## config.mk

```make
export PLATFORM = sky130hd
export DESIGN_NAME = alu_issue_stage
export DESIGN_NICKNAME = d
export VERILOG_FILES = /design/src/rtl/alu_pkg.sv /design/src/rtl/alu_decode.sv /design/src/rtl/alu_issue_stage.sv
export SDC_FILE = /design/constraint.sdc
export NUM_CORES = 1
export LEC_CHECK = 0
export CORE_MARGIN = 10
export CORE_UTILIZATION = 50
export DETAILED_ROUTE_END_ITERATION = 10
export GPL_TIMING_DRIVEN = 1
export MAX_ROUTING_LAYER = met4
export PLACE_DENSITY = 0.79
export RECOVER_POWER = 25
export SETUP_SLACK_MARGIN = 0.5
export SYNTH_ARGS = -nofsm -noshare
export SYNTH_HDL_FRONTEND = slang
export SYNTH_HIERARCHICAL = 1
export SYNTH_SLANG_ARGS = --single-unit
```

## constraint.sdc

```tcl
create_clock -name clk -period 2.4 [get_ports clk]
set_clock_uncertainty 0.15 [all_clocks]
set_input_delay 0.48 -clock clk [delete_from_list [all_inputs] [get_ports clk]]
set_output_delay 0.48 -clock clk [all_outputs]
set_load 0.005 [all_outputs]
```

## src/rtl/alu_pkg.sv

```systemverilog
// Shared constants for the ALU issue stage: ALU control codes, opcode/funct
// encodings and the skid-buffer state type.
package alu_pkg;

  localparam logic [3:0] ALU_AND     = 4'b0000;
  localparam logic [3:0] ALU_OR      = 4'b0001;
  localparam logic [3:0] ALU_ADD     = 4'b0010;
  localparam logic [3:0] ALU_SUB     = 4'b0110;
  localparam logic [3:0] ALU_SLT     = 4'b0111;
  localparam logic [3:0] ALU_NOR     = 4'b1100;
  localparam logic [3:0] ALU_ILLEGAL = 4'b1111;

  localparam logic [5:0] OP_RTYPE = 6'h00;
  localparam logic [5:0] OP_BEQ   = 6'h04;
  localparam logic [5:0] OP_BNE   = 6'h05;
  localparam logic [5:0] OP_ADDI  = 6'h08;
  localparam logic [5:0] OP_ADDIU = 6'h09;
  localparam logic [5:0] OP_SLTI  = 6'h0A;
  localparam logic [5:0] OP_ANDI  = 6'h0C;
  localparam logic [5:0] OP_ORI   = 6'h0D;
  localparam logic [5:0] OP_LW    = 6'h23;
  localparam logic [5:0] OP_SW    = 6'h2B;

  localparam logic [5:0] FN_ADD  = 6'h20;
  localparam logic [5:0] FN_ADDU = 6'h21;
  localparam logic [5:0] FN_SUB  = 6'h22;
  localparam logic [5:0] FN_SUBU = 6'h23;
  localparam logic [5:0] FN_AND  = 6'h24;
  localparam logic [5:0] FN_OR   = 6'h25;
  localparam logic [5:0] FN_NOR  = 6'h27;
  localparam logic [5:0] FN_SLT  = 6'h2A;

  typedef logic [1:0] buf_state_t;
  localparam buf_state_t ST_EMPTY = 2'd0;
  localparam buf_state_t ST_ONE   = 2'd1;
  localparam buf_state_t ST_TWO   = 2'd2;

  typedef enum logic [1:0] {BSEL_RT, BSEL_SEXT, BSEL_ZEXT} bsel_e;

endpackage

```

## src/rtl/alu_decode.sv

```systemverilog
// Combinational opcode/funct decode into ALU control and second-operand select.
// ALU_ISSUE_IMM_EN adds addi/addiu/slti/andi/ori; otherwise they decode illegal.
module alu_decode import alu_pkg::*; #(
  parameter int DATA_W = 32
) (
  input  logic [5:0]        opcode,
  input  logic [5:0]        funct,
  input  logic [15:0]       imm16,
  input  logic [DATA_W-1:0] rt_data,
  output logic [3:0]        alu_control,
  output logic [DATA_W-1:0] b,
  output logic              illegal
);

  logic [3:0] ctrl_s;
  bsel_e      bsel_s;
  logic [DATA_W-1:0] sext_s;
  logic [DATA_W-1:0] zext_s;

  assign sext_s = {{(DATA_W-16){imm16[15]}}, imm16};
  assign zext_s = {{(DATA_W-16){1'b0}}, imm16};

  // Opcode/funct table lookup
  always_comb begin
    ctrl_s = ALU_ILLEGAL;
    bsel_s = BSEL_RT;
    case (opcode)
      OP_RTYPE: begin
        case (funct)
          FN_ADD, FN_ADDU: ctrl_s = ALU_ADD;
          FN_SUB, FN_SUBU: ctrl_s = ALU_SUB;
          FN_AND:          ctrl_s = ALU_AND;
          FN_OR:           ctrl_s = ALU_OR;
          FN_NOR:          ctrl_s = ALU_NOR;
          FN_SLT:          ctrl_s = ALU_SLT;
          default:         ctrl_s = ALU_ILLEGAL;
        endcase
      end
      OP_LW, OP_SW: begin
        ctrl_s = ALU_ADD;
        bsel_s = BSEL_SEXT;
      end
      OP_BEQ, OP_BNE: ctrl_s = ALU_SUB;
`ifdef ALU_ISSUE_IMM_EN
      OP_ADDI, OP_ADDIU: begin
        ctrl_s = ALU_ADD;
        bsel_s = BSEL_SEXT;
      end
      OP_SLTI: begin
        ctrl_s = ALU_SLT;
        bsel_s = BSEL_SEXT;
      end
      OP_ANDI: begin
        ctrl_s = ALU_AND;
        bsel_s = BSEL_ZEXT;
      end
      OP_ORI: begin
        ctrl_s = ALU_OR;
        bsel_s = BSEL_ZEXT;
      end
`endif
      default: ctrl_s = ALU_ILLEGAL;
    endcase
  end

  // Second-operand mux
  always_comb begin
    b = rt_data;
    case (bsel_s)
      BSEL_SEXT: b = sext_s;
      BSEL_ZEXT: b = zext_s;
      default:   b = rt_data;
    endcase
  end

  assign alu_control = ctrl_s;
  assign illegal     = (ctrl_s == ALU_ILLEGAL);

endmodule

```

## src/rtl/alu_issue_stage.sv

```systemverilog
// Execute-stage issue buffer: decodes ID fields and holds them in a 2-entry
// skid buffer with registered in_ready. Optional feature macro: ALU_ISSUE_IMM_EN.
module alu_issue_stage import alu_pkg::*; #(
  parameter int DATA_W = 32
) (
  input  logic              clk,
  input  logic              rst_n,
  input  logic              in_valid,
  output logic              in_ready,
  input  logic [5:0]        opcode,
  input  logic [5:0]        funct,
  input  logic [DATA_W-1:0] rs_data,
  input  logic [DATA_W-1:0] rt_data,
  input  logic [15:0]       imm16,
  input  logic              flush,
  output logic              out_valid,
  input  logic              out_ready,
  output logic [DATA_W-1:0] alu_a,
  output logic [DATA_W-1:0] alu_b,
  output logic [3:0]        alu_control,
  output logic              illegal
);

  typedef struct packed {
    logic [DATA_W-1:0] a;
    logic [DATA_W-1:0] b;
    logic [3:0]        ctrl;
    logic              ill;
  } entry_t;

  logic [3:0]        dec_ctrl_s;
  logic [DATA_W-1:0] dec_b_s;
  logic              dec_ill_s;
  entry_t            new_s;
  entry_t            head_r, tail_r;
  entry_t            head_nxt_s, tail_nxt_s;
  buf_state_t        state_r, state_nxt_s;
  logic              in_ready_r, out_valid_r;
  logic              accept_s, pop_s;

  alu_decode #(.DATA_W(DATA_W)) u_decode (
    .opcode      (opcode),
    .funct       (funct),
    .imm16       (imm16),
    .rt_data     (rt_data),
    .alu_control (dec_ctrl_s),
    .b           (dec_b_s),
    .illegal     (dec_ill_s)
  );

  assign new_s    = '{a: rs_data, b: dec_b_s, ctrl: dec_ctrl_s, ill: dec_ill_s};
  assign accept_s = in_valid & in_ready_r;
  assign pop_s    = out_valid_r & out_ready;

  // Next state and entry movement; flush overrides any accept or pop
  always_comb begin
    state_nxt_s = state_r;
    head_nxt_s  = head_r;
    tail_nxt_s  = tail_r;
    if (flush) begin
      state_nxt_s = ST_EMPTY;
    end else begin
      case (state_r)
        ST_EMPTY: begin
          if (accept_s) begin
            state_nxt_s = ST_ONE;
            head_nxt_s  = new_s;
          end else begin
            state_nxt_s = ST_EMPTY;
          end
        end
        ST_ONE: begin
          if (accept_s && pop_s) begin
            state_nxt_s = ST_ONE;
            head_nxt_s  = new_s;
          end else if (accept_s) begin
            state_nxt_s = ST_TWO;
            tail_nxt_s  = new_s;
          end else if (pop_s) begin
            state_nxt_s = ST_EMPTY;
          end else begin
            state_nxt_s = ST_ONE;
          end
        end
        ST_TWO: begin
          if (pop_s) begin
            state_nxt_s = ST_ONE;
            head_nxt_s  = tail_r;
          end else begin
            state_nxt_s = ST_TWO;
          end
        end
        default: state_nxt_s = ST_EMPTY;
      endcase
    end
  end

  // Buffer registers; handshake flags are registered from the next state
  always_ff @(posedge clk or negedge rst_n) begin
    if (!rst_n) begin
      state_r     <= ST_EMPTY;
      head_r      <= '0;
      tail_r      <= '0;
      in_ready_r  <= 1'b1;
      out_valid_r <= 1'b0;
    end else begin
      state_r     <= state_nxt_s;
      head_r      <= head_nxt_s;
      tail_r      <= tail_nxt_s;
      in_ready_r  <= (state_nxt_s != ST_TWO);
      out_valid_r <= (state_nxt_s != ST_EMPTY);
    end
  end

  assign in_ready    = in_ready_r;
  assign out_valid   = out_valid_r;
  assign alu_a       = head_r.a;
  assign alu_b       = head_r.b;
  assign alu_control = head_r.ctrl;
  assign illegal     = head_r.ill;

endmodule

```

Word-level counts from Yosys, hierarchy flattened
Cells that the tools add are included.
{ "word_totals": {"wordCells": 62, "inputBits": 97, "out_inout_bits": 71, "register_bits": 142} }
{ "classes": {"bitwise": 4, "n_eq_ne": 21, "reduce_logical": 11, "muxes": 15} }
{ "ops": {"columns": ["cell", "n"], "rows": [
  ["two-way mux 69 bit", 3],
  ["one-hot mux 69 bit (3 select lines)", 1],
  ["one-hot mux 32 bit (2 select lines)", 1],
  ["== test 6 bit (second input constant)", 10],
  ["one-hot mux 4 bit (6 select lines)", 1],
  ["== test 6 x 3 -> 1 bit (second input constant)", 2],
  ["one-hot mux 4 bit (3 select lines)", 1],
  ["two-way mux 2 bit", 4],
  ["!= test 2 bit (second input constant)", 4],
  ["OR reduction 2 bit", 4],
  ["zero test 6 bit", 1],
  ["one-hot mux 2 bit (3 select lines)", 1],
  ["AND reduction 5 bit", 1],
  ["== test 4 bit (second input constant)", 1],
  ["AND reduction 4 bit", 1],
  ["two-way mux 1 bit", 3],
  ["nonzero test 3 bit", 1],
  ["bitwise AND 1 bit", 2],
  ["== test 1 x 2 -> 1 bit (second input constant)", 1],
  ["== test 2 x 1 -> 1 bit (second input constant)", 1],
  ["== test 2 bit (second input constant)", 1],
  ["zero test 2 bit", 1],
  ["NOT 1 bit", 2],
  ["nonzero test 2 bit", 1],
  ["other kinds (2)", 2]
]} }

Longest topological paths before layout
{ "depth": {"depth_word": 7, "mapped_depth": 7, "depth_no_buf": 5} }

Modules after synthesis
The synthesis kept the hierarchy.
{ "by_module_without_submodules": {"columns": ["module", "cells_each", "instances", "seq_area_each_um2", "area_per_inst_um2"], "rows": [
  ["alu_issue_stage", 392, 1, 3554.7, 6358.6],
  ["alu_decode", 57, 1, 0.0, 511.7]
]} }

Least setup slack after synthesis
Ideal clock, no wire load.
{ "synth_timing": {"path_kind": "input to register", "startpoint": "in opcode[2]", "endpoint": "reg head_r (netlist bit alu_b[10])", "setup_time_ns": 0.125, "path_buffers": 1, "required_time_ns": 2.125, "stages": 6, "t_arrival_ns": 1.894, "setup_slack_ns": 0.231, "path_cell_list": "nand4b_4 nor2_4 buf_4 mux2_2 mux2_4 mux2_4"} }
{ "synth_via": {"elab_chain_cells": 7, "elab_cells_between_ends": 10, "cone_classes": "4 x eq/ne; 5 x mux; 1 x reduce/logical"} }
{ "synth_lines": {"columns": ["item", "line_no", "rtl"], "rows": [
  ["from (decl)", "alu_issue_stage.sv:10", "input logic [5:0] opcode,"],
  ["== test 6 bit", "alu_decode.sv:27", "case (opcode)"],
  ["OR reduction 2 bit *", "alu_decode.sv:27", null],
  ["two-way mux 1 bit *", "alu_decode.sv:27", null],
  ["== test 1 x 2 -> 1 bit / == test 1 bit (equally long branches)", "alu_decode.sv:69", "case (bsel_s)"],
  ["one-hot mux 32 bit (2 select lines) *", "alu_decode.sv:69", null],
  ["via dec_b_s[10]", "alu_issue_stage.sv:32", "logic [DATA_W-1:0] dec_b_s;"],
  ["two-way mux 69 bit (on tied branches)", "alu_issue_stage.sv:73, alu_issue_stage.sv:65", null],
  ["one-hot mux 69 bit (3 select lines) *", "alu_issue_stage.sv:63", "case (state_r)"],
  ["to (signal assigned)", "alu_issue_stage.sv:108", "head_r <= head_nxt_s;"],
  ["to (decl)", "alu_issue_stage.sv:35", "entry_t head_r, tail_r;"]
]} }
Mark *: on every way through the listed nets, which the timed path passes. The rest lies on a longest branch. The select of a mux whose other input is x is not followed.
A chain may end at the register's enable or synchronous reset.

==> qor.txt <==
Worst R2R Path Depth = 5
Yosys warns = 6
Headroom to the max-slew limit = 0.1346
Vias in the first global route = 4,863
Power Total = 0.008243 W
Slew @ Worst Pin = 1.298 ns
Area delta synth->final = 42.71%
Fillers = 899
Post-synthesis mux area share = 0.3814
Syn Inst Count = 449
Min-delay worst type = flop to flop
Post-synthesis xor/xnor area fraction = 0.001275
WHS Path Cells = 1
Clk Latency, worst-skew pair = 0.41 ns
CP Data Arrival Time = 2.35 ns
Flop pwr share = 0.445
Gpl congestion = 0.7527
Hold Vio Cnt, Final = 0
Die ar. = 18,830 um2
DP HPWL = 11,260 um
RSZ-0062 raised after global routing = true
Total CTS buffers = 17
CP max stage delay = 0.96 ns
Antenna-violating nets left = 0
H-tree depth = 4
Final Max Slew Viols = 0
Top_reg_cell synth = dfrtp_1
Distinct cells, synth = 38
Top cells by area, synth = dfrtp_1 (51%), mux2_2 (28%), mux2_4 (8.3%), mux2_1 (1.8%), buf_6 (1.1%)
Largest net degree at the start of global routing = 51
Final setup viols = 0
Routed vias = 4,505
Main combinational cell family by area after synthesis = multiplexers
Critical path's slowest cell = clkbuf_2
Fraction of registers with async set/reset = 1.000
Routed WL = 17,870 um
Register area share after synthesis = 0.5174
Complex-gate fraction of the synthesized area = 0.03369
Synth cell count leaders = mux2_2 (171), dfrtp_1 (141), mux2_4 (38)
Leading area contributor after synthesis = dfrtp_1
CP cell instances = dlygate4sd3_1, clkbuf_2, buf_12
Port Buf Inserts = 167
PD cells = 840.7 nW/um2
Worst setup margin = 0.4293 ns
Synth Register Bits = 142
Fin crit period = 1.971 ns
Vias/cell = 5.369
Top cell type's share of synthesized area = 0.5136
Core area = 13,350 um2
Grt total ovfl = 0
Final period util = 0.8211
Worst-path maximum fanout = 48
Adder-Cell Fraction of Synth Area = 0.001821
Lkg Pwr = 4.337 nW
Post-Syn Area = 6870 um2
Clock buffer depth = 2
Ratio of cells with drive above 1 in the final layout = 0.4592
Initial DRC Count = 196
CTS sink cnt = 142
Internal power = 0.006096 W
Top Family by Delay on Critical Path = buffers and inverters
IR drop worst, VDD = 511.8 uV
Total net switching power = 0.002147 W
Area of the multi-input gates = 3288 um2
Tot GR Track Use = 0.1873
Status = finished, final reports clean
Sequential standard cell area = 3557 um2
WHS = 0.3392 ns
Die Y = 137.2 um
Crit end category = async pin
Starting Density = 0.5147
Core Util, Final = 0.7345
FF-to-FF End = alu_b[12]
Row cnt = 42
R2R Setup Slk = 0.51 ns
Post-synth EDFFs = 0
Clock root buffer = clkbuf_16
Crit Path Category = primary input to async pin
FMAX = 507.4 MHz
CP startpoint kind = primary input
First-pass GRT wire length = 26,430 um
Worst r2r src = state_r[0]
Logic pwr share = 0.273
TritonCTS clock tree = done
Post-Syn Area per Cell = 15.30 um2
Post-Synth Simple-Gate Area = 0.03260
Initial antenna violation count = 1
I/O pin count = 168
Die extent in x = 137.2 um
Buffers plus inverters on the worst setup path = 3
Dpl ws = -0.2977 ns
Clock power frac = 0.281
Switching share of power = 0.2605
Max Cap Viol = 0
Clock transition at path regs = 0.06 ns
Detailed Routing Iterations Pass 1 = 4
Most common cell in the netlist = mux2_2
Hold Path End = tail_r[62]
WL per Instance = 21.30 um
Layout Nets = 748
Total nets after synthesis = 547
DRC viols = 0
WP data required = 2.78 ns
Min-delay src = tail_r[62]
[logic make-up after synthesis]
family / count (synthesis)
DFF: 142
adders and majority gates: 1
buffers and inverters: 27
muxes: 220
xor gates and xnor gates: 1
AOI/OAI and AO/OA: 30
and+or+nand+nor: 28
[routing by layer]
layer	wire, um	vias up	global-route usage
li1	-	2044	-
met1	7562	2304	0.2239
met2	8673	136	0.2898
met3	1373	21	0.06919
met4	259	0	0.05855
met5	0	-	-
[registers in the layout, summed over array words and instances (netlist names)]
name / flops
state_r: 2
illegal: 1
out_valid: 1
tail_r: 69
alu_b: 32
in_ready: 1
alu_a: 32
alu_control: 4
[through the flow]
stage / cell area (um2) / setup TNS (ns) / std cells
floorplan: 6930 / 0 / 449
global placement: 8848 / -8.634 / 780
detailed placement: 8848 / -11.31 / 780
CTS: 9563 / 0 / 830
global route: 9804 / 0 / 839
finish: 9804 / 0 / 839
[cell type report]
type,instances,area share
clock buffer,24,0.04811
clock inverter,7,0.004084
multi-input combinational,280,0.3354
tap,176,0.02246
sequential,142,0.3628
antenna,1,0.0002552
timing repair buffer,209,0.2269
[worst max path at each step]
stage                          start  slack [ns]  cells after the start         to
final                          rst_n        0.43                      3   in_ready
after global placement     opcode[1]       -0.27                      7   alu_b[2]
after detailed placement   opcode[0]       -0.30                      7   alu_b[2]
after global routing           rst_n        0.22                      3   in_ready
after floorplan            opcode[2]        0.24                      6  alu_b[10]
after CTS                 state_r[0]        0.47                      5   alu_b[5]
[placed cells by master, fill, tap and decap left out, types with 3 or more instances in the layout]
master,n
clkinv_2,5
a21oi_1,4
clkdlybuf4s50_1,87
a21o_2,7
mux2_4,74
nor2_1,3
buf_16,5
buf_4,16
buf_6,3
a31oi_1,3
mux2_2,136
clkbuf_1,5
a21o_1,10
buf_2,3
buf_12,12
dlygate4sd2_1,72
dfrtp_1,139
nand3b_1,3
nand2_1,4
clkbuf_16,21
mux2_1,10
[power groups by stage]
stage	registers, W	logic [W]	clock network (W)
6_report	0.00367	0.00225	0.00232
3_5_place_dp	0.00370	0.00234	0
5_1_grt	0.00377	0.00243	0.00247
4_1_cts	0.00365	0.00219	0.00235
2_1_floorplan	0.00362	0.00115	0
3_3_place_gp	0.00364	0.00228	0
[repair_timing]
item | in CTS | in global routing
setup buffers | 13 | 3
pin swaps | 5 | 3
cloned | 5 | 5
resized for setup | 111 | 26
endpoints found under the setup margin | 175 | 68
hold buffers | 1 | 0
hold endpoints to repair | 46 | 0
Note: power is estimated with default switching activity, not from simulation.
